**config.mk**
```make
export PLATFORM = sky130hd
export DESIGN_NAME = tag_free_list_mp
export DESIGN_NICKNAME = d
export VERILOG_FILES = /design/src/rtl/tag_free_list_mp.sv
export SDC_FILE = /design/constraint.sdc
export NUM_CORES = 1
export LEC_CHECK = 0
export ABC_AREA = 1
export CAP_MARGIN = 10
export CELL_PAD_IN_SITES_DETAIL_PLACEMENT = 0
export CELL_PAD_IN_SITES_GLOBAL_PLACEMENT = 1
export CORE_UTILIZATION = 43
export CTS_BUF_LIST = sky130_fd_sc_hd__clkbuf_4 sky130_fd_sc_hd__clkbuf_8
export DETAILED_ROUTE_END_ITERATION = 10
export PLACE_DENSITY_LB_ADDON = 0.1
export SYNTH_ARGS = -nofsm -noshare
export SYNTH_HDL_FRONTEND = slang
export SYNTH_SLANG_ARGS = --single-unit
```
**constraint.sdc**
```tcl
create_clock -name clk -period 7.1 [get_ports clk]
set_input_delay 0.71 -clock clk [delete_from_list [all_inputs] [get_ports clk]]
set_output_delay 0.71 -clock clk [all_outputs]
set_load 0.02 [all_outputs]
```
**src/rtl/tag_free_list_mp.sv**
```systemverilog
// Multi-port free list of physical/ROB tags.
// Free tags sit in a circular table between rp (oldest free) and wp (next
// return slot). Both pointers carry an extra wrap bit so count = wp - rp
// covers 0..NUM_TAGS without ambiguity. Reset and flush rebuild the
// identity table so every tag is free again.
module tag_free_list_mp #(
  parameter int NUM_TAGS  = 64,
  parameter int TAG_W     = 6,
  parameter int N_ALLOC   = 2,
  parameter int N_RET     = 2,
  parameter int AE_THRESH = 2
) (
  input  logic                     clk,
  input  logic                     rst,
  input  logic                     flush,
  input  logic [N_ALLOC-1:0]       alloc_en,
  output logic [N_ALLOC*TAG_W-1:0] tag_out,
  output logic [N_ALLOC-1:0]       tag_avail,
  input  logic [N_RET-1:0]         ret_valid,
  input  logic [N_RET*TAG_W-1:0]   ret_tag,
  output logic [TAG_W:0]           count,
  output logic                     empty,
  output logic                     full,
  output logic                     almost_empty,
  output logic                     err_order,
  output logic                     err_ovf
);

  localparam int PTR_W = TAG_W + 1;
  localparam logic [PTR_W-1:0] NUM_TAGS_P = PTR_W'(NUM_TAGS);

  logic [TAG_W-1:0] entry [NUM_TAGS];
  logic [PTR_W-1:0] rp_reg, wp_reg, rp_next, wp_next;
  logic [PTR_W-1:0] grant_cnt, acc_cnt;
  logic [N_ALLOC-1:0] grant;
  logic [N_RET-1:0]   ret_acc;
  logic [TAG_W-1:0]   ret_idx [N_RET];
  logic               ovf_hit;
  logic               order_hit;

  assign count        = wp_reg - rp_reg;
  assign empty        = (count == '0);
  assign full         = (count == NUM_TAGS_P);
  assign almost_empty = (count <= PTR_W'(AE_THRESH));

  // Offer side: port k shows the k-th oldest free tag; port 1 is only
  // granted together with port 0 so grants always consume from the head.
  for (genvar gi = 0; gi < N_ALLOC; gi++) begin : g_offer
    logic [TAG_W-1:0] rd_idx;
    assign rd_idx = rp_reg[TAG_W-1:0] + TAG_W'(gi);
    assign tag_out[gi*TAG_W +: TAG_W] = entry[rd_idx];
    assign tag_avail[gi] = (count > PTR_W'(gi));
    assign grant[gi] = alloc_en[gi] & tag_avail[gi] & ((gi == 0) | alloc_en[0]);
  end

  if (N_ALLOC > 1) begin : g_order
    assign order_hit = alloc_en[N_ALLOC-1] & ~alloc_en[0];
  end else begin : g_no_order
    assign order_hit = 1'b0;
  end

  // Count grants, then accept returns in port order while room remains
  // after this cycle's grants; accepted returns pack densely from wp.
  always_comb begin
    grant_cnt = '0;
    for (int k = 0; k < N_ALLOC; k++) begin
      grant_cnt = grant_cnt + PTR_W'(grant[k]);
    end
    acc_cnt = '0;
    ovf_hit = 1'b0;
    for (int p = 0; p < N_RET; p++) begin
      ret_acc[p] = 1'b0;
      ret_idx[p] = wp_reg[TAG_W-1:0] + acc_cnt[TAG_W-1:0];
      if (ret_valid[p]) begin
        if ((count - grant_cnt + acc_cnt) < NUM_TAGS_P) begin
          ret_acc[p] = 1'b1;
          acc_cnt    = acc_cnt + PTR_W'(1);
        end else begin
          ovf_hit = 1'b1;
        end
      end
    end
    rp_next = rp_reg + grant_cnt;
    wp_next = wp_reg + acc_cnt;
  end

  // Pointer and sticky error state; flush restores pointers but keeps errors.
  always_ff @(posedge clk or negedge rst) begin
    if (!rst) begin
      rp_reg    <= '0;
      wp_reg    <= NUM_TAGS_P;
      err_order <= 1'b0;
      err_ovf   <= 1'b0;
    end else if (flush) begin
      rp_reg <= '0;
      wp_reg <= NUM_TAGS_P;
    end else begin
      rp_reg <= rp_next;
      wp_reg <= wp_next;
      if (order_hit) err_order <= 1'b1;
      if (ovf_hit)   err_ovf   <= 1'b1;
    end
  end

  // One register per table slot so reset/flush can reload the identity map.
  for (genvar gi = 0; gi < NUM_TAGS; gi++) begin : g_slot
    logic [TAG_W-1:0] slot_reg, slot_next;

    // Pick up an accepted return aimed at this slot.
    always_comb begin
      slot_next = slot_reg;
      for (int p = 0; p < N_RET; p++) begin
        if (ret_acc[p] && (ret_idx[p] == TAG_W'(gi))) begin
          slot_next = ret_tag[p*TAG_W +: TAG_W];
        end
      end
    end

    // Slot storage: identity value on reset and flush.
    always_ff @(posedge clk or negedge rst) begin
      if (!rst) begin
        slot_reg <= TAG_W'(gi);
      end else if (flush) begin
        slot_reg <= TAG_W'(gi);
      end else begin
        slot_reg <= slot_next;
      end
    end

    assign entry[gi] = slot_reg;
  end

endmodule

```
; ---- Yosys cells after proc, flatten, opt, wreduce, memory -nomap -nowiden
; Cells that the tools add are included.
[op_classes]
magnitude_cmp = 7
muxes = 212
add_sub_neg = 9
n_bitwise = 8
n_eq_ne = 127
shifts = 0
reduce_logical = 197
multipliers = 0
div_mod_pow = 0
[ops]
columns = operator, count
row1 = 6-bit 2-to-1 mux, 196
row2 = "6-bit equality test, second input constant", 64
row3 = "6-bit by 5-bit equality test with 1-bit output, second input constant", 32
row4 = 3-bit nonzero test, 64
row5 = 1-bit logical AND, 128
row6 = "6-bit by 4-bit equality test with 1-bit output, second input constant", 16
row7 = 6-bit binary-select mux with 6-bit select, 2
row8 = "6-bit by 3-bit equality test with 1-bit output, second input constant", 8
row9 = 7-bit 2-to-1 mux, 5
row10 = "6-bit by 2-bit equality test with 1-bit output, second input constant", 4
row11 = 7-bit adder, 2
row12 = "7-bit greater-or-equal comparator, second input constant", 2
row13 = "7-bit by 1-bit > comparator with 1-bit output, second input constant", 2
row14 = "7-bit < comparator, second input constant", 2
row15 = 6-bit inverter with 7-bit output, 2
row16 = "6-bit by 1-bit equality test with 1-bit output, second input constant", 2
row17 = 6-bit logical NOT, 2
row18 = 1-bit 2-to-1 mux, 9
row19 = "7-bit by 1-bit adder with 7-bit output, second input constant", 1
row20 = 7-bit by 2-bit adder with 7-bit output, 1
row21 = "7-bit equality test, second input constant", 1
row22 = "7-bit by 2-bit less-or-equal comparator with 1-bit output, second input constant", 1
row23 = 7-bit logical NOT, 1
row24 = 7-bit by 2-bit subtractor with 7-bit output, 1
row25 = 7 further kinds, 12
[word_totals]
n_memories = 0
ram_bits = 0
rom_bits = 0
input_bits = 19
wordCells = 628
latchBits = 0
output_inout_bits = 26
register_bits = 400

; ---- Longest topological paths before layout
; Gate-level depths: netlist of the first run.
[depth]
word_depth = 16
depth_mapped = 41
mapped_depth_nobuf = 37

; ---- Worst setup path before layout of the first run
; Ideal clock, no wire load.
[synth_timing]
kind = flip-flop to flip-flop
from = reg rp_reg[2]
to = reg g_slot[62].slot_reg[4]
period_less_slack_ns = 6.304
stages_incl_launch_ff = 38
n_path_buf = 5
arrival_ns = 6.229
slack_ns = 0.796
setup_time_ns = 0.076
required_time_ns = 7.024
path_cell_list = dfrtp_1 > clkbuf_1 > clkinv_1 > clkbuf_1 > ha_1 > inv_2 > nor3_1 > nand2_1 > nand4_1 > nand2_2 > nor2_1 > nor2_1 > ha_1 > ha_1 > inv_1 > fa_1 > inv_1 > nand3_1 > [... 2 more ...] > nand2_2 > buf_8 > buf_12 > nand2_1 > inv_2 > ha_1 > ha_1 > xor2_2 > inv_2 > nor2_2 > nand2_1 > nor2_1 > nand4_4 > buf_2 > nand2_1 > nand3_1 > nand2_1 > nand2_1
[synth_via]
elab_chain_cells = 16
elab_cells_between_ends = 24
classes_between = 5 x add/sub / 4 x order compare / 1 x eq/ne / 8 x mux / 3 x bitwise / 3 x reduce/logical
[synth_lines]
columns = element, line
row1 = from (decl), 33  ; logic [PTR_W-1:0] rp_reg, wp_reg, rp_next, wp_next;
row2 = from (signal assigned), 98  ; rp_reg <= rp_next;
row3 = 7-bit subtractor *, 41  ; assign count = wp_reg - rp_reg;
row4 = net count[6], 21  ; output logic [TAG_W:0] count,
row5 = 7-bit by 1-bit > comparator with 1-bit output, 52  ; assign tag_avail[gi] = (count > PTR_W'(gi));
row6 = 1-bit bitwise AND (2 in series), 53  ; assign grant[gi] = alloc_en[gi] & tag_avail[gi] & ((gi == 0) | alloc_en[0]);
row7 = 1-bit by 1-bit adder with 2-bit output, 67  ; grant_cnt = grant_cnt + PTR_W'(grant[k]);
row8 = 7-bit by 2-bit subtractor with 7-bit output *, 75  ; if ((count - grant_cnt + acc_cnt) < NUM_TAGS_P) begin
row9 = 7-bit < comparator, 75
row10 = 1-bit 2-to-1 mux, 75
row11 = 7-bit 2-to-1 mux, 74  ; if (ret_valid[p]) begin
row12 = 7-bit adder, 75
row13 = 7-bit < comparator, 75
row14 = 1-bit 2-to-1 mux, 75
row15 = 1-bit 2-to-1 mux, 74
row16 = 1-bit logical AND, 113  ; if (ret_acc[p] && (ret_idx[p] == TAG_W'(gi))) begin
row17 = 6-bit 2-to-1 mux, 113
row18 = 6-bit 2-to-1 mux, 123  ; end else if (flush) begin
row19 = to (signal assigned), 122  ; slot_reg <= TAG_W'(gi);
row20 = to (signal assigned), 124  ; slot_reg <= TAG_W'(gi);
row21 = to (signal assigned), 126  ; slot_reg <= slot_next;
row22 = to (decl), 107  ; logic [TAG_W-1:0] slot_reg, slot_next;
; The timed path passes the listed nets; every way through them passes the cells marked *.
; A chain may end at the register's enable or synchronous reset.

; ---- Final worst setup path of the first run
[layout_timing]
from = reg wp_reg[0]
to = reg g_slot[30].slot_reg[0]
[layout_via]
elab_chain_cells = 16
elab_cells_between_ends = 25
classes_between = 5 x add/sub / 4 x order compare / 2 x eq/ne / 8 x mux / 3 x bitwise / 3 x reduce/logical
[layout_lines]
columns = element, line
row1 = from (decl), 33
row2 = from (signal assigned), 99  ; wp_reg <= wp_next;
row3 = 7-bit subtractor, 41
row4 = 7-bit by 1-bit > comparator with 1-bit output, 52
row5 = 1-bit bitwise AND (2 in series), 53
row6 = 1-bit by 1-bit adder with 2-bit output, 67
row7 = 7-bit by 2-bit subtractor with 7-bit output, 75
row8 = 7-bit < comparator, 75
row9 = 1-bit 2-to-1 mux, 75
row10 = 7-bit 2-to-1 mux, 74
row11 = 7-bit adder, 75
row12 = 7-bit < comparator, 75
row13 = 1-bit 2-to-1 mux, 75
row14 = 1-bit 2-to-1 mux, 74
row15 = 1-bit logical AND, 113
row16 = 6-bit 2-to-1 mux, 113
row17 = 6-bit 2-to-1 mux, 123
row18 = to (signal assigned), 122
row19 = to (signal assigned), 124
row20 = to (signal assigned), 126
row21 = to (decl), 107
; Parallel ways exist; a longest one is shown, timed or not.

==> metrics.csv, run 1 <==
metric,value,unit
outcome,"finished, final reports clean",
Worst path most repeated cell,nand2_1,
Mapped Area,32300,µm²
hpwl dp,93000,µm
Core Box Area,74400,µm²
Starting DRT DRC Count,4653,
Mapped Cells,5018,
Critical Path Start,wp_reg[0],
worst vdd ir,0.000976,V
Leak,16.4,nW
Port Buffer Count,44,
register area share after synthesis,31.7,%
area of the multi-input gates,19000,µm²
largest net degree at the start of global routing,185,
register area,10300,µm²
Async SR Flop Fraction,100,%
share of cells above drive strength 1,13.1,%
CP arrival,7.41,ns
reg2reg path depth,35,
Clock Skews,0.0304,ns
Max H-tree Level,3,
Die Ht,276,µm
total track usage,39.0,%
FF-to-FF setup slack,0.33,ns
worst-path cell with the longest stage delay,nand2_1,
met2 GRT Util,56.3,%
Post-synth EDFFs,0,
Final ANT Viol Nets,0,
R2R Path End,g_slot[30].slot_reg[0],
routed wire length,152000,µm
filler cell count in the final layout,7893,
clock latency on the worst-skew pair,0.70,ns
Root Driver,clkbuf_8,
RSZ-0062 raised after global routing,true,
Worst setup EP type,flip-flop,
worst path required time,7.74,ns
Vias/cell,6.11,
Top Usage Layer GRT,met2,
Yosys Warn Count,0,
CTS buffer count,81,
hold path start,ret_tag[5],
Synth Flop Type,dfrtp_1,
CP Max Fanout,12,
Ports,45,
Synth area leader,nand2_1,
clock slew seen by the registers of the worst setup and hold paths,0.06,ns
Final Instance Count excl. Fillers,5870,
Final nets,4878,
Worst Setup Start Kind,flip-flop,
most numerous cell in the Yosys netlist,nand2_1,
"top cells by count, synth","1,427 x nand2_1, 779 x nand3_1, 477 x o21ai_0",
Die Area,76300,µm²
met3 Track Usage GR,8.23,%
post-synthesis area per instance,6.44,µm²
met1 usage in global routing,54.8,%
Vias,35891,
GR Overflow Total,0,
wire per inst,25.9,µm
syn nets,5058,
cell area power density,337,nW/µm²
fin crit share,95.4,%
placed cells,5723,
Site Rows,100,
first-pass GRT wire length,223000,µm
max cap viols,0,
"CP delay by family, top",simple AND/OR/NAND/NOR gates,
Max Slew Vio Count,0,
drt first pass iters,6,
Synth top area share,16.6,%
CP bufs+invs,7,
final hold viol count,0,
"top cells by area, synth","nand2_1 17%, dfrtp_1 16%, dfstp_2 16%",
"Endpoint, Worst Hold",g_slot[51].slot_reg[5],
max_slew headroom,14.8,%
smallest hold slack,0.428,ns
Unique masters post-synth,46,
CTS tree,done,
synth-to-layout area growth,7.52,%
initial antenna violation count,8,
crit path kind,flip-flop to flip-flop,
Worst Hold Class,primary input to flip-flop,
starting density of the core,43.4,%
max FFs per register,384,
Worst-Margin Slew,1.28,ns
hold depth,5,
Die W,276,µm
register bit total from synthesis,400,
number of global-route vias before repair,32368,
Peak Freq,148,MHz
GPL Wtd Cong,0.952,
clk sink count,400,
DR DRC count,0,
Final min period,6.77,ns
Reg-to-Reg Start,wp_reg[0],
CTS max path bufs,3,
CP peak stage delay,0.48,ns
Final Setup Violations,0,
[worst max-delay path by stage]
stage                                        end  slack (ns)  cells past startpoint
after floorplan           g_slot[62].slot_reg[4]        0.80                     37
after global placement    g_slot[45].slot_reg[1]        0.51                     35
after detailed placement  g_slot[45].slot_reg[1]        0.41                     35
after CTS                 g_slot[45].slot_reg[1]        0.38                     35
after global routing      g_slot[44].slot_reg[4]       -0.18                     36
final                     g_slot[30].slot_reg[0]        0.33                     35
[through the flow]
step	setup slack, ns	instance area (µm²)	total power [mW]	setup TNS, ns	util, %
2_1_floorplan	0.796	32300	6.73	0	-
3_3_place_gp	0.510	32900	8.90	0	44.3
3_5_place_dp	0.410	32900	8.90	0	44.3
4_1_cts	0.376	34700	11.6	0	46.6
5_1_grt	-0.178	34800	12.2	-3.34	46.7
6_report	0.329	34800	11.7	0	46.7
[cell type report]
type	instances	share of cell area [%]
Multi-Input combinational cell	3869	54.7
Sequential cell	400	29.5
Clock buffer	139	4.86
Inverter	354	3.87
Tap cell	969	3.49
Timing Repair Buffer	132	3.48
Clock inverter	6	0.108
Antenna cell	1	0.00720
[worst min-delay path, cell delays in order]
cell,delay [ns]
buf_2,0.16
nand2_1,0.08
nand3_1,0.07
nand2_1,0.06
nand2_1,0.04
[power breakdown]
group	switching (mW)	internal, mW
Combinational	4.94	1.68
Clock	1.17	1.48
Sequential	0.0627	2.39
Total	6.18	5.55
[cell usage in the layout, fill, tap and decap left out, types with 11 or more instances in the layout]
master           Yosys  final
o22ai_1             21     21
a21oi_2             48     47
nand3_1            779    779
buf_12               3     11
a21oi_1            360    357
clkdlybuf4s50_1      0     34
inv_1              333    324
dfstp_2            193    193
nor2_2              34     41
dfrtp_1            207    204
ha_1                17     16
clkbuf_8             0    103
nand4_2             25     25
o211ai_1           124    124
inv_2               12     20
nand4_4             34     34
buf_4               30     77
nor2_1             359    350
nand4_1             47     47
nand2_1           1427   1423
o21ai_1             63     63
nor3_1              11     11
clkbuf_4             0     36
o21ai_0            477    477
[per-layer routing]
layer / vias to the layer above / wire, µm
li1: 16451 / -
met1: 17019 / 64100
met2: 1962 / 63400
met3: 447 / 15900
met4: 12 / 8650
met5: - / 78
[cells by family (layout without fill, tap and decap cells)]
| group | after synthesis | after routing | share of synthesized area [%] |
|---|---|---|---|
| other | 0 | 1 | 0 |
| AO/OA/AOI/OAI | 1107 | 1107 | 18.9 |
| flip-flops | 400 | 400 | 31.7 |
| AND/OR/NAND/NOR | 2732 | 2732 | 38.2 |
| adder cells (fa/ha/maj) | 21 | 21 | 0.906 |
| buffers and inverters | 749 | 631 | 9.94 |
| XOR/XNOR | 9 | 9 | 0.441 |
[what timing repair did]
item,CTS,global route
setup buffers,0,0
hold buffers,1,0
gates resized for setup,0,19
hold endpoints to repair,19,0
setup endpoints to repair,0,85
Power figures use the tool's default switching activity.
==> inputs of run 2 (changes only) <==
SKIP_LAST_GASP = 1   (was default)
==> metrics.csv, run 2 (synthesis gave the netlist of run 1 again) <==
metric,value,unit,change
fin crit share,95.4,%,about the same
clk sink count,400,,unchanged
Reg-to-Reg Start,wp_reg[0],,unchanged
area of the multi-input gates,19000,µm²,about the same
GPL Wtd Cong,0.952,,unchanged
routed wire length,152000,µm,about the same
switching part of the total,52.6,%,was 52.7%
RSZ-0062 raised after global routing,true,,unchanged
max cap viols,0,,unchanged
Starting DRT DRC Count,4698,,"was 4,653"
filler cell count in the final layout,7893,,unchanged
Die Area,76300,µm²,unchanged
max_slew headroom,18.6,%,was 14.8%
hold depth,5,,unchanged
clock slew seen by the registers of the worst setup and hold paths,0.06,ns,about the same
power share of the clock group,22.6,%,about the same
Worst-Margin Slew,1.22,ns,was 1.28 ns
Worst Setup Start Kind,flip-flop,,unchanged
Vias/cell,6.10,,was 6.11
hpwl dp,93000,µm,unchanged
Max Slew Vio Count,0,,unchanged
Comb power frac,56.4,%,was 56.5%
Final Setup Violations,0,,unchanged
CP Max Fanout,12,,unchanged
hold path start,ret_tag[5],,unchanged
outcome,"finished, final reports clean",,unchanged
initial antenna violation count,8,,unchanged
number of global-route vias before repair,32368,,unchanged
Crit path depth,35,,unchanged
switching power total,6.15,mW,was 6.18 mW
share of cells above drive strength 1,13.0,%,was 13.1%
Ports,45,,unchanged
Place WS,0.410,ns,unchanged
Die Ht,276,µm,unchanged
drt first pass iters,6,,unchanged
CTS buffer count,81,,unchanged
Peak Freq,148,MHz,about the same
Final nets,4878,,unchanged
register area,10300,µm²,unchanged
CTS tree,done,,unchanged
Worst path most repeated cell,nand2_1,,unchanged
worst vdd ir,0.000966,V,was 0.000976 V
GR Overflow Total,0,,unchanged
Internal,5.55,mW,about the same
FF-to-FF setup slack,0.33,ns,about the same
CP bufs+invs,7,,unchanged
Worst setup EP type,flip-flop,,unchanged
Final min period,6.77,ns,about the same
sequential power share,20.9,%,about the same
Worst Hold Class,primary input to flip-flop,,unchanged
Layout Utilization,46.7,%,about the same
Port Buffer Count,44,,unchanged
Core Box Area,74400,µm²,unchanged
Leak,16.4,nW,about the same
total track usage,39.0,%,unchanged
Die W,276,µm,unchanged
final hold viol count,0,,unchanged
CTS max path bufs,3,,unchanged
crit path kind,flip-flop to flip-flop,,unchanged
"Endpoint, Worst Hold",g_slot[51].slot_reg[5],,unchanged
CP arrival,7.41,ns,about the same
Final WS setup,0.330,ns,was 0.329 ns
synth-to-layout area growth,7.47,%,was 7.52%
CP peak stage delay,0.48,ns,about the same
reg2reg path depth,35,,unchanged
wire per inst,25.9,µm,about the same
worst-path cell with the longest stage delay,nand2_1,,unchanged
Clock Skews,0.0286,ns,was 0.0304 ns
largest net degree at the start of global routing,185,,unchanged
R2R Path End,g_slot[30].slot_reg[0],,unchanged
starting density of the core,43.4,%,unchanged
Max H-tree Level,3,,unchanged
Final ANT Viol Nets,0,,unchanged
max FFs per register,384,,unchanged
DR DRC count,0,,unchanged
Vias,35817,,"was 35,891"
"commonest non-fill, non-tap cell in the layout",nand2_1,,unchanged
setup bufs post-CTS,0,,unchanged
worst path required time,7.74,ns,about the same
"CP delay by family, top",simple AND/OR/NAND/NOR gates,,unchanged
Site Rows,100,,unchanged
setup_tns,0,ns,unchanged
clock latency on the worst-skew pair,0.69,ns,was 0.70 ns
first-pass GRT wire length,223000,µm,unchanged
Root Driver,clkbuf_8,,unchanged
cell area power density,337,nW/µm²,about the same
"commonest non-fill, non-tap cells in the layout","1,425 x nand2_1, 779 x nand3_1, 477 x o21ai_0",,"was 1,423 x nand2_1, 779 x nand3_1, 477 x o21ai_0"
[run 2: changes by cell type in the layout (fill, tap and decap cells not counted)]
cell,previous run,this run
nand2_2,9,7
nor2_2,41,40
a21oi_4,4,3
a21oi_2,47,48
nand2_1,1423,1425
nor2_1,350,351
[run 2: how the worst max path moves through the flow]
stage,from,end,slack (ns)
2_1_floorplan,rp_reg[2],g_slot[62].slot_reg[4],0.80
3_3_place_gp,wp_reg[0],g_slot[45].slot_reg[1],0.51
3_5_place_dp,wp_reg[0],g_slot[45].slot_reg[1],0.41
4_1_cts,wp_reg[0],g_slot[45].slot_reg[1],0.38
5_1_grt,wp_reg[0],g_slot[45].slot_reg[2],-0.14
6_report,wp_reg[0],g_slot[30].slot_reg[0],0.33
[run 2: cell type report]
| cell class | instances | area share, % |
|---|---|---|
| multi-input combinational | 3869 | 54.7 |
| inverter | 354 | 3.87 |
| timing repair buffer | 132 | 3.48 |
| clock buffer | 139 | 4.86 |
| clock inverter | 6 | 0.108 |
| antenna | 1 | 0.00720 |
| sequential | 400 | 29.5 |
| tap | 969 | 3.49 |
[run 2: routing by layer]
metal	vias up	wire [µm]	GRT usage, %
met5	-	78	0
met4	12	8590	19.9
met3	436	15800	8.23
met2	1897	63100	56.3
met1	17025	64300	54.8
li1	16447	-	-
[run 2: through the flow]
stage / instance area, µm² / hold slack (ns) / power (mW) / std cells
after floorplan: 32300 / 0.414 / 6.73 / 5018
after global placement: 32900 / 0.462 / 8.90 / 5723
after detailed placement: 32900 / 0.456 / 8.90 / 5723
after CTS: 34700 / 0.397 / 11.6 / 5869
after global routing: 34700 / 0.450 / 12.2 / 5870
final: 34700 / 0.429 / 11.7 / 5870
[run 2: worst reg2reg max path: cells and delay by family, from the launching register on]
kind	cells	cell delay, ns
AND/OR/NAND/NOR	19	2.95
AO/OA/AOI/OAI	1	0.42
buffers and inverters	7	0.65
adder cells (fa/ha/maj)	7	2.00
flip-flops	1	0.47
XOR/XNOR	1	0.24
[run 2: repair_timing]
item,in CTS,in global routing
hold buffers,1,0
endpoints found under the hold margin,19,0
gates resized for setup,0,15
endpoints found under the setup margin,0,85
[run 2: power groups by stage]
stage | registers [mW] | logic, mW | clock network, mW
3_5_place_dp | 2.48 | 6.41 | 0
5_1_grt | 2.46 | 7.00 | 2.77
2_1_floorplan | 2.46 | 4.27 | 0
6_report | 2.45 | 6.60 | 2.65
4_1_cts | 2.45 | 6.44 | 2.67
3_3_place_gp | 2.48 | 6.41 | 0
